`src/rtl/in_pass_pkg.sv`:
```
// Shared definitions for the input-pass BEL.
// Provides channel mode encodings and the ConfigBits width helper.
package in_pass_pkg;

  localparam logic [1:0] MODE_PASS = 2'b00;
  localparam logic [1:0] MODE_REG  = 2'b01;
  localparam logic [1:0] MODE_SYNC = 2'b10;
  localparam logic [1:0] MODE_FILT = 2'b11;

  // Two mode bits per channel followed by the shared filter threshold.
  function automatic int unsigned cfg_width(input int unsigned num_ch,
                                            input int unsigned filt_w);
    return 2 * num_ch + filt_w;
  endfunction

endpackage

```
`src/rtl/in_pass_channel.sv`:
```
// One input-pass channel: pass-through, registered, two-flop synchronised,
// or synchronised plus glitch filter, with a rising-edge pulse output.
// Ports:
//   UserCLK  user clock
//   RESET    synchronous active-high reset
//   I        external pin input
//   MODE     channel mode (see in_pass_pkg)
//   THR      shared filter threshold (0 treated as 1)
//   O        selected output to the switch matrix
//   RISE     one-cycle pulse when the registered output first reads 1
module in_pass_channel
  import in_pass_pkg::*;
#(
  parameter int unsigned FILT_W = 4
) (
  input  logic              UserCLK,
  input  logic              RESET,
  input  logic              I,
  input  logic [1:0]        MODE,
  input  logic [FILT_W-1:0] THR,
  output logic              O,
  output logic              RISE
);

  // One extra bit so the counter increment can never wrap in the compare.
  localparam int unsigned CMP_W = FILT_W + 1;

  logic              q_q,   q_d;
  logic              s1_q,  s1_d;
  logic              s2_q,  s2_d;
  logic              f_q,   f_d;
  logic              p_q,   p_d;
  logic [FILT_W-1:0] cnt_q, cnt_d;

  logic [CMP_W-1:0]  thr_eff;
  logic [CMP_W-1:0]  cnt_inc;
  logic              sel_reg;

  // Next-state for capture, synchroniser and filter; output selection.
  always_comb begin
    q_d     = I;
    s1_d    = I;
    s2_d    = s1_q;
    f_d     = f_q;
    cnt_d   = '0;
    thr_eff = (THR == '0) ? CMP_W'(1) : CMP_W'(THR);
    cnt_inc = CMP_W'(cnt_q) + CMP_W'(1);

    // Filter only moves f after s2 has disagreed for thr_eff consecutive edges.
    if (s2_q != f_q) begin
      if (cnt_inc >= thr_eff) begin
        f_d = s2_q;
      end else begin
        cnt_d = cnt_inc[FILT_W-1:0];
      end
    end

    case (MODE)
      MODE_REG:  sel_reg = q_q;
      MODE_SYNC: sel_reg = s2_q;
      MODE_FILT: sel_reg = f_q;
      default:   sel_reg = 1'b0;
    endcase

    O    = (MODE == MODE_PASS) ? I : sel_reg;
    p_d  = O;
    // Built only from flops, so the pulse cannot glitch.
    RISE = (MODE != MODE_PASS) & sel_reg & ~p_q;
  end

  // Channel state; reset takes priority over all updates.
  always_ff @(posedge UserCLK) begin
    if (RESET) begin
      q_q   <= 1'b0;
      s1_q  <= 1'b0;
      s2_q  <= 1'b0;
      f_q   <= 1'b0;
      p_q   <= 1'b0;
      cnt_q <= '0;
    end else begin
      q_q   <= q_d;
      s1_q  <= s1_d;
      s2_q  <= s2_d;
      f_q   <= f_d;
      p_q   <= p_d;
      cnt_q <= cnt_d;
    end
  end

endmodule

```
`src/rtl/in_pass_sync_filter.sv`:
```
// Input-pass BEL for fabric IO tiles: NUM_CH independently configured
// pass channels from external pins into the switch matrix.
// Ports:
//   UserCLK     user clock (only clock)
//   RESET       synchronous active-high reset
//   I           external pin inputs
//   O           outputs to switch matrix
//   RISE        per-channel rising-edge pulse
//   ConfigBits  {THR, mode[NUM_CH-1], ..., mode[0]} static configuration
module in_pass_sync_filter
  import in_pass_pkg::*;
#(
  parameter int unsigned NUM_CH = 4,
  parameter int unsigned FILT_W = 4
) (
  input  logic                                  UserCLK,
  input  logic                                  RESET,
  input  logic [NUM_CH-1:0]                     I,
  output logic [NUM_CH-1:0]                     O,
  output logic [NUM_CH-1:0]                     RISE,
  input  logic [cfg_width(NUM_CH, FILT_W)-1:0]  ConfigBits
);

  logic [FILT_W-1:0] thr;

  assign thr = ConfigBits[2*NUM_CH +: FILT_W];

  // One channel per pin; the top only slices configuration.
  for (genvar i = 0; i < int'(NUM_CH); i++) begin : g_ch
    in_pass_channel #(
      .FILT_W (FILT_W)
    ) u_ch (
      .UserCLK (UserCLK),
      .RESET   (RESET),
      .I       (I[i]),
      .MODE    (ConfigBits[2*i +: 2]),
      .THR     (thr),
      .O       (O[i]),
      .RISE    (RISE[i])
    );
  end

endmodule

```
`config.mk`:
```
export PLATFORM = sky130hd
export DESIGN_NAME = in_pass_sync_filter
export DESIGN_NICKNAME = d
export VERILOG_FILES = /design/src/rtl/in_pass_pkg.sv /design/src/rtl/in_pass_channel.sv /design/src/rtl/in_pass_sync_filter.sv
export SDC_FILE = /design/constraint.sdc
export NUM_CORES = 1
export LEC_CHECK = 0
export ABC_AREA = 1
export CAP_MARGIN = 20
export CORE_MARGIN = 2
export CORE_UTILIZATION = 55
export CTS_CLUSTER_DIAMETER = 80
export DETAILED_ROUTE_END_ITERATION = 12
export GPL_TIMING_DRIVEN = 1
export PLACE_DENSITY = 0.81
export SLEW_MARGIN = 30
export SYNTH_ARGS = -nofsm -noshare
export SYNTH_HDL_FRONTEND = slang
export SYNTH_SLANG_ARGS = --single-unit
```
`constraint.sdc`:
```
create_clock -name UserCLK -period 4 [get_ports UserCLK]
set_input_delay 0.6 -clock UserCLK [delete_from_list [all_inputs] [get_ports UserCLK]]
set_output_delay 0.6 -clock UserCLK [all_outputs]
set_load 0.01 [all_outputs]
```
# ---- After elaboration in Yosys (flattened, before gate mapping)
# Cells that the tools add are included.
dict set report word_totals {
  inputBits 18
  out_inout_bits 8
  romBits 0
  n_memories 0
  latch_bits 0
  ramBits 0
  regBits 32
}
dict set report classes {
  n_mux 9
  mul 0
  addsub 4
  n_shift 0
  div_mod_pow 0
  eq_ne 16
  magnitude_cmp 4
  reduce_logical 17
  bitwise 16
}
# cell count
set op_table {}
lappend op_table {{$add 4x1->5 const B} 4}
lappend op_table {{$eq 2x2->1 const B} 8}
lappend op_table {{$ge 5x5->1} 3}
lappend op_table {{$pmux 1 s3} 4}
lappend op_table {{$reduce_or 3->1} 4}
lappend op_table {{$and 1x1->1} 8}
lappend op_table {{$eq 2x1->1 const B} 4}
lappend op_table {{$logic_not 2->1} 4}
lappend op_table {{$not 1->1} 8}
lappend op_table {{$reduce_and 2->1} 4}
lappend op_table {{$reduce_bool 2->1} 4}
lappend op_table {{$ge 5x4->1} 1}
lappend op_table {{$logic_not 4->1} 1}
lappend op_table {{$mux 1} 4}
lappend op_table {{$mux 4} 1}
lappend op_table {{$ne 1x1->1} 4}

# ---- Logic depth before layout (Yosys ltp)
dict set report depth {
  word_depth 4
  mapped_depth 11
}

# ---- Cells and area by module
# From an unflattened synthesis, not the netlist that was laid out.
dict set report hier_totals {
  cells_unflattened 252
  hier_area_um2 1816.7
}
# module seq_area_each_um2 instances cells_per_inst area_each_um2
set by_module_without_submodules {}
lappend by_module_without_submodules {in_pass_channel 160.2 4 63 454.2}

# ---- Least setup slack after synthesis
# Ideal clock, no wire load.
dict set report synth_timing {
  path_type {input to register}
  start {input ConfigBits[10]}
  end {register g_ch[0].u_ch.f_q}
  required_ns 3.886
  path_stages 9
  setup_ns 0.114
  setup_slack_ns 2.218
  arrival_time_ns 1.668
  path_cell_list {inv_1 -> a31o_2 -> ha_1 -> inv_1 -> nand2_1 -> nand3_1 -> nand3_2 -> nor2_1 -> nor2_1}
}
dict set report synth_between {
  elab_chain_len 4
}
# element line
set synth_lines {}
lappend synth_lines {{start, declared} in_pass_sync_filter.sv:21} ;# input logic [cfg_width(NUM_CH, FILT_W)-1:0] ConfigBits
lappend synth_lines {{$logic_not 4->1} in_pass_channel.sv:46} ;# thr_eff = (THR == '0) ? CMP_W'(1) : CMP_W'(THR);
lappend synth_lines {{$mux 4 (*)} in_pass_channel.sv:46}
lappend synth_lines {{$ge 5x5->1 (*)} in_pass_channel.sv:51} ;# if (cnt_inc >= thr_eff) begin
lappend synth_lines {{$reduce_and 2->1 (no line) (*)} n/a}
lappend synth_lines {{end signal, assigned} in_pass_channel.sv:77} ;# f_q <= 1'b0;
lappend synth_lines {{end signal, assigned} in_pass_channel.sv:84} ;# f_q <= f_d;
lappend synth_lines {{end, declared} in_pass_channel.sv:31} ;# logic f_q, f_d;
# Every way passes the cells marked *; elsewhere a longest branch is shown, timed or not.
# A chain may end at the register's enable or synchronous reset.

# ---- Worst setup path after layout
dict set report layout_timing {
  start {input ConfigBits[2]}
  end {output RISE[1]}
}
dict set report layout_between {
  elab_chain_len 4
  word_cells_on_any_way 7
  cone_classes {eq/ne: 3; mux: 1; bitwise: 2; reduce/logical: 1}
}
# element line
set layout_lines {}
lappend layout_lines {{$eq 2x2->1 or $eq 2x1->1 (tied branches)} in_pass_channel.sv:58} ;# case (MODE)
lappend layout_lines {{$pmux 1 s3} in_pass_channel.sv:58}
lappend layout_lines {{$and 1x1->1 (*) (2 in series)} in_pass_channel.sv:68} ;# RISE = (MODE != MODE_PASS) & sel_reg & ~p_q;
lappend layout_lines {{end, declared} in_pass_sync_filter.sv:20} ;# output logic [NUM_CH-1:0] RISE,
# Marks and branches as above.

==> results.cfg <==
[run_status]
status = finished, final reports clean

[drt]
top_layer = met4
antenna_left = 0
firstDrtPassIters = 4
wl_met2_microns = 1200
drtIter0Drc = 41
met3_length_microns = 129
dr_total_vias = 1397
drt-total-wl_microns = 2830
drc_errors = 0
vias_per_cell = 4.57
wl_per_cell_microns = 9.25
m1WireLength_microns = 1440

[synth]
ys_seq_elements = 32
ys_warn_count = 0
netlist_instances = 239
synth.distinct_cells = 23
yosys-top-cells-area = dfxtp_1 (36%), ha_1 (14%), inv_1 (9.9%), nand2_1 (8.2%), nor2_1 (6.9%)
yosysTopAreaCell = dfxtp_1
synth_top_area_share_pct = 35.9
syn-num-nets = 277
ys_seq_area_share_pct = 35.9
postSynthAreaPerCell_sq_um = 7.47
syn_area_sq_mm = 0.00178

[global_route]
antenna_found_initial = 0
grt_pass1_wl_microns = 4880
grt_max_degree = 15
grt_pass1_vias = 1258
grt.total_usage_pct = 18.1
overflow = 0

[final_layout]
seqCellArea_sq_um = 641
num-nets-final = 300
n_antenna_cell = 0
fillCellCount = 285
area_growth_pct = 17.2
layout_commonest_cell = inv_1
layout-drive-gt1-share_pct = 5.73
final_cell_mix = inv_1 (47), nand2_1 (39), nor2_1 (33), dfxtp_1 (32), clkdlybuf4s50_1 (25)
multiInputGateArea_sq_um = 900

[clocking]
clk_pin_slew_ps = 90
cts_buffers = 5
ctsRootBufferMaster = clkbuf_4
cts.sinks = 32
cts.htree.levels = 2
clk_latency_ps = 330
cts.hold.buffers_added = 0
post_cts_resized = 0
cts_tree = built
postCtsSetupBuffers = 0
clockBufferDepth = 2

[sta]
setup_viol = 0
worst_slew_pin_slew_ps = 525
slew_headroom_pct = 64.9
rsz0062_at_grt = no
clock.fmax_mhz = 375
hold_slack_ps = 430
clock_skew_ps = 2.00
period_needed_ps = 2670
fin_tns_setup_ps = 0
post-route-period-util_pct = 66.7
finalMaxSlewViolations = 0
hold_viol = 0

[worst_setup_path]
crit_type = primary input to output pin
start_kind = primary input
cp_slowest_stage_delay_ps = 540
crit_required_ps = 3400
setup.worst_path.end_class = output pin
crit_family = buffers and inverters
cp.buffers_inverters = 3
slowest_stage = clkdlybuf4s50_1
cp_cell_sequence = clkdlybuf4s50_1, inv_1, o21ai_0, nand2_1, nor2_1, clkdlybuf4s50_1
crit_fanout = 3
crit_top_cell = clkdlybuf4s50_1
worstPathArrival_ps = 2070

[placed_design]
gp_congestion = 0.760
port-buffer-count = 25
hpwl_microns = 2240

[pwr]
switchingPower_uw = 164
switching_share_pct = 25.3
leakage_uw = 0.00108
p_seq_share_pct = 52.4
pwr-share-clk_pct = 31.4
combPwrFrac_pct = 16.1
p_int_uw = 483
max-vdd-ir-drop_v = 0.000206
p_per_area_mw_per_mm2 = 309

[floorplanning]
placementRows = 20
die_y_microns = 61.0
start_util_pct = 58.0
die_w_microns = 61.0
core_area_sq_mm = 0.00308
die_area_sq_mm = 0.00372
io_pins = 26

[flow_run]
max-cap-violations = 0

[min_path]
hold_class = register to register
[synthesized netlist by cell type (all sizes together)]
library cell  count
dfxtp            32
a21oi            15
ha               20
a31o              1
o21ai             7
nand4             3
o21a              1
nand2            39
nor3b             4
inv              48
nor2             33
nand3            14
a21o              1
clkbuf            1
xnor2             2
xor2              8
buf               8
nor3              2
[power groups by stage]
stage          sequential [uW]  clock (uW)  combinational [uW]
2_1_floorplan              344           0                70.3
3_3_place_gp               346           0                 102
3_5_place_dp               346           0                 105
4_1_cts                    339         212                 106
5_1_grt                    341         228                 120
6_report                   339         203                 104
[metal layers]
metal | GRT usage [%] | up-vias
li1 | - | 787
met1 | 22.2 | 581
met2 | 27.8 | 25
met3 | 5.97 | 4
met4 | 10.2 | 0
met5 | 0 | -
[kinds of logic (layout without fill, tap and decap cells)]
logic type / Yosys count / in the layout / synth area share (%)
simple gates: 95 / 95 / 23.8
buf+inv: 57 / 80 / 13.7
flops: 32 / 32 / 35.9
compound gates: 25 / 25 / 7.71
fa+ha+maj: 20 / 20 / 14.0
xor+xnor: 10 / 10 / 4.91
[worst paths after layout]
check	to	depth (start not counted)	start	slack (ps)
min reg2reg	g_ch[0].u_ch.s2_q	2	g_ch[0].u_ch.q_q	430
max	RISE[1]	6	ConfigBits[2]	1330
max reg2reg	g_ch[0].u_ch.f_q	10	g_ch[0].u_ch.cnt_q[0]	2160
min	g_ch[0].u_ch.s2_q	2	g_ch[0].u_ch.q_q	430
[sequential cells by signal, summed over array words and instances (netlist names)]
| register | cells |
|---|---|
| g_ch.u_ch.cnt_q | 16 |
| g_ch.u_ch.q_q | 4 |
| g_ch.u_ch.s2_q | 4 |
| g_ch.u_ch.p_q | 4 |
| g_ch.u_ch.f_q | 4 |
[through the flow]
stage | std cells | utilization (%) | worst slack, ps | cell area [sq um] | power, uW
global placement | 299 | 65.8 | 1380 | 2030 | 448
finish | 306 | 67.9 | 1330 | 2090 | 646
detailed placement | 299 | 65.8 | 1330 | 2030 | 452
global route | 306 | 67.9 | 1190 | 2090 | 688
floorplan | 239 | - | 2220 | 1780 | 415
CTS | 306 | 67.9 | 1320 | 2090 | 656
[final cells by class]
| type | instances | area share (%) |
|---|---|---|
| inverter | 48 | 8.62 |
| timing repair buffer | 25 | 12.0 |
| multi-input combinational | 150 | 43.0 |
| tap | 44 | 2.63 |
| clock buffer | 7 | 3.11 |
| sequential | 32 | 30.6 |
[tightest hold or removal path: cells and delay by family (launching register included)]
| family | cells | cell delay, ps |
|---|---|---|
| AND/OR/NAND/NOR | 1 | 40 |
| buffers and inverters | 1 | 60 |
| flip-flops | 1 | 310 |
Note: power is estimated with default switching activity, not from simulation.
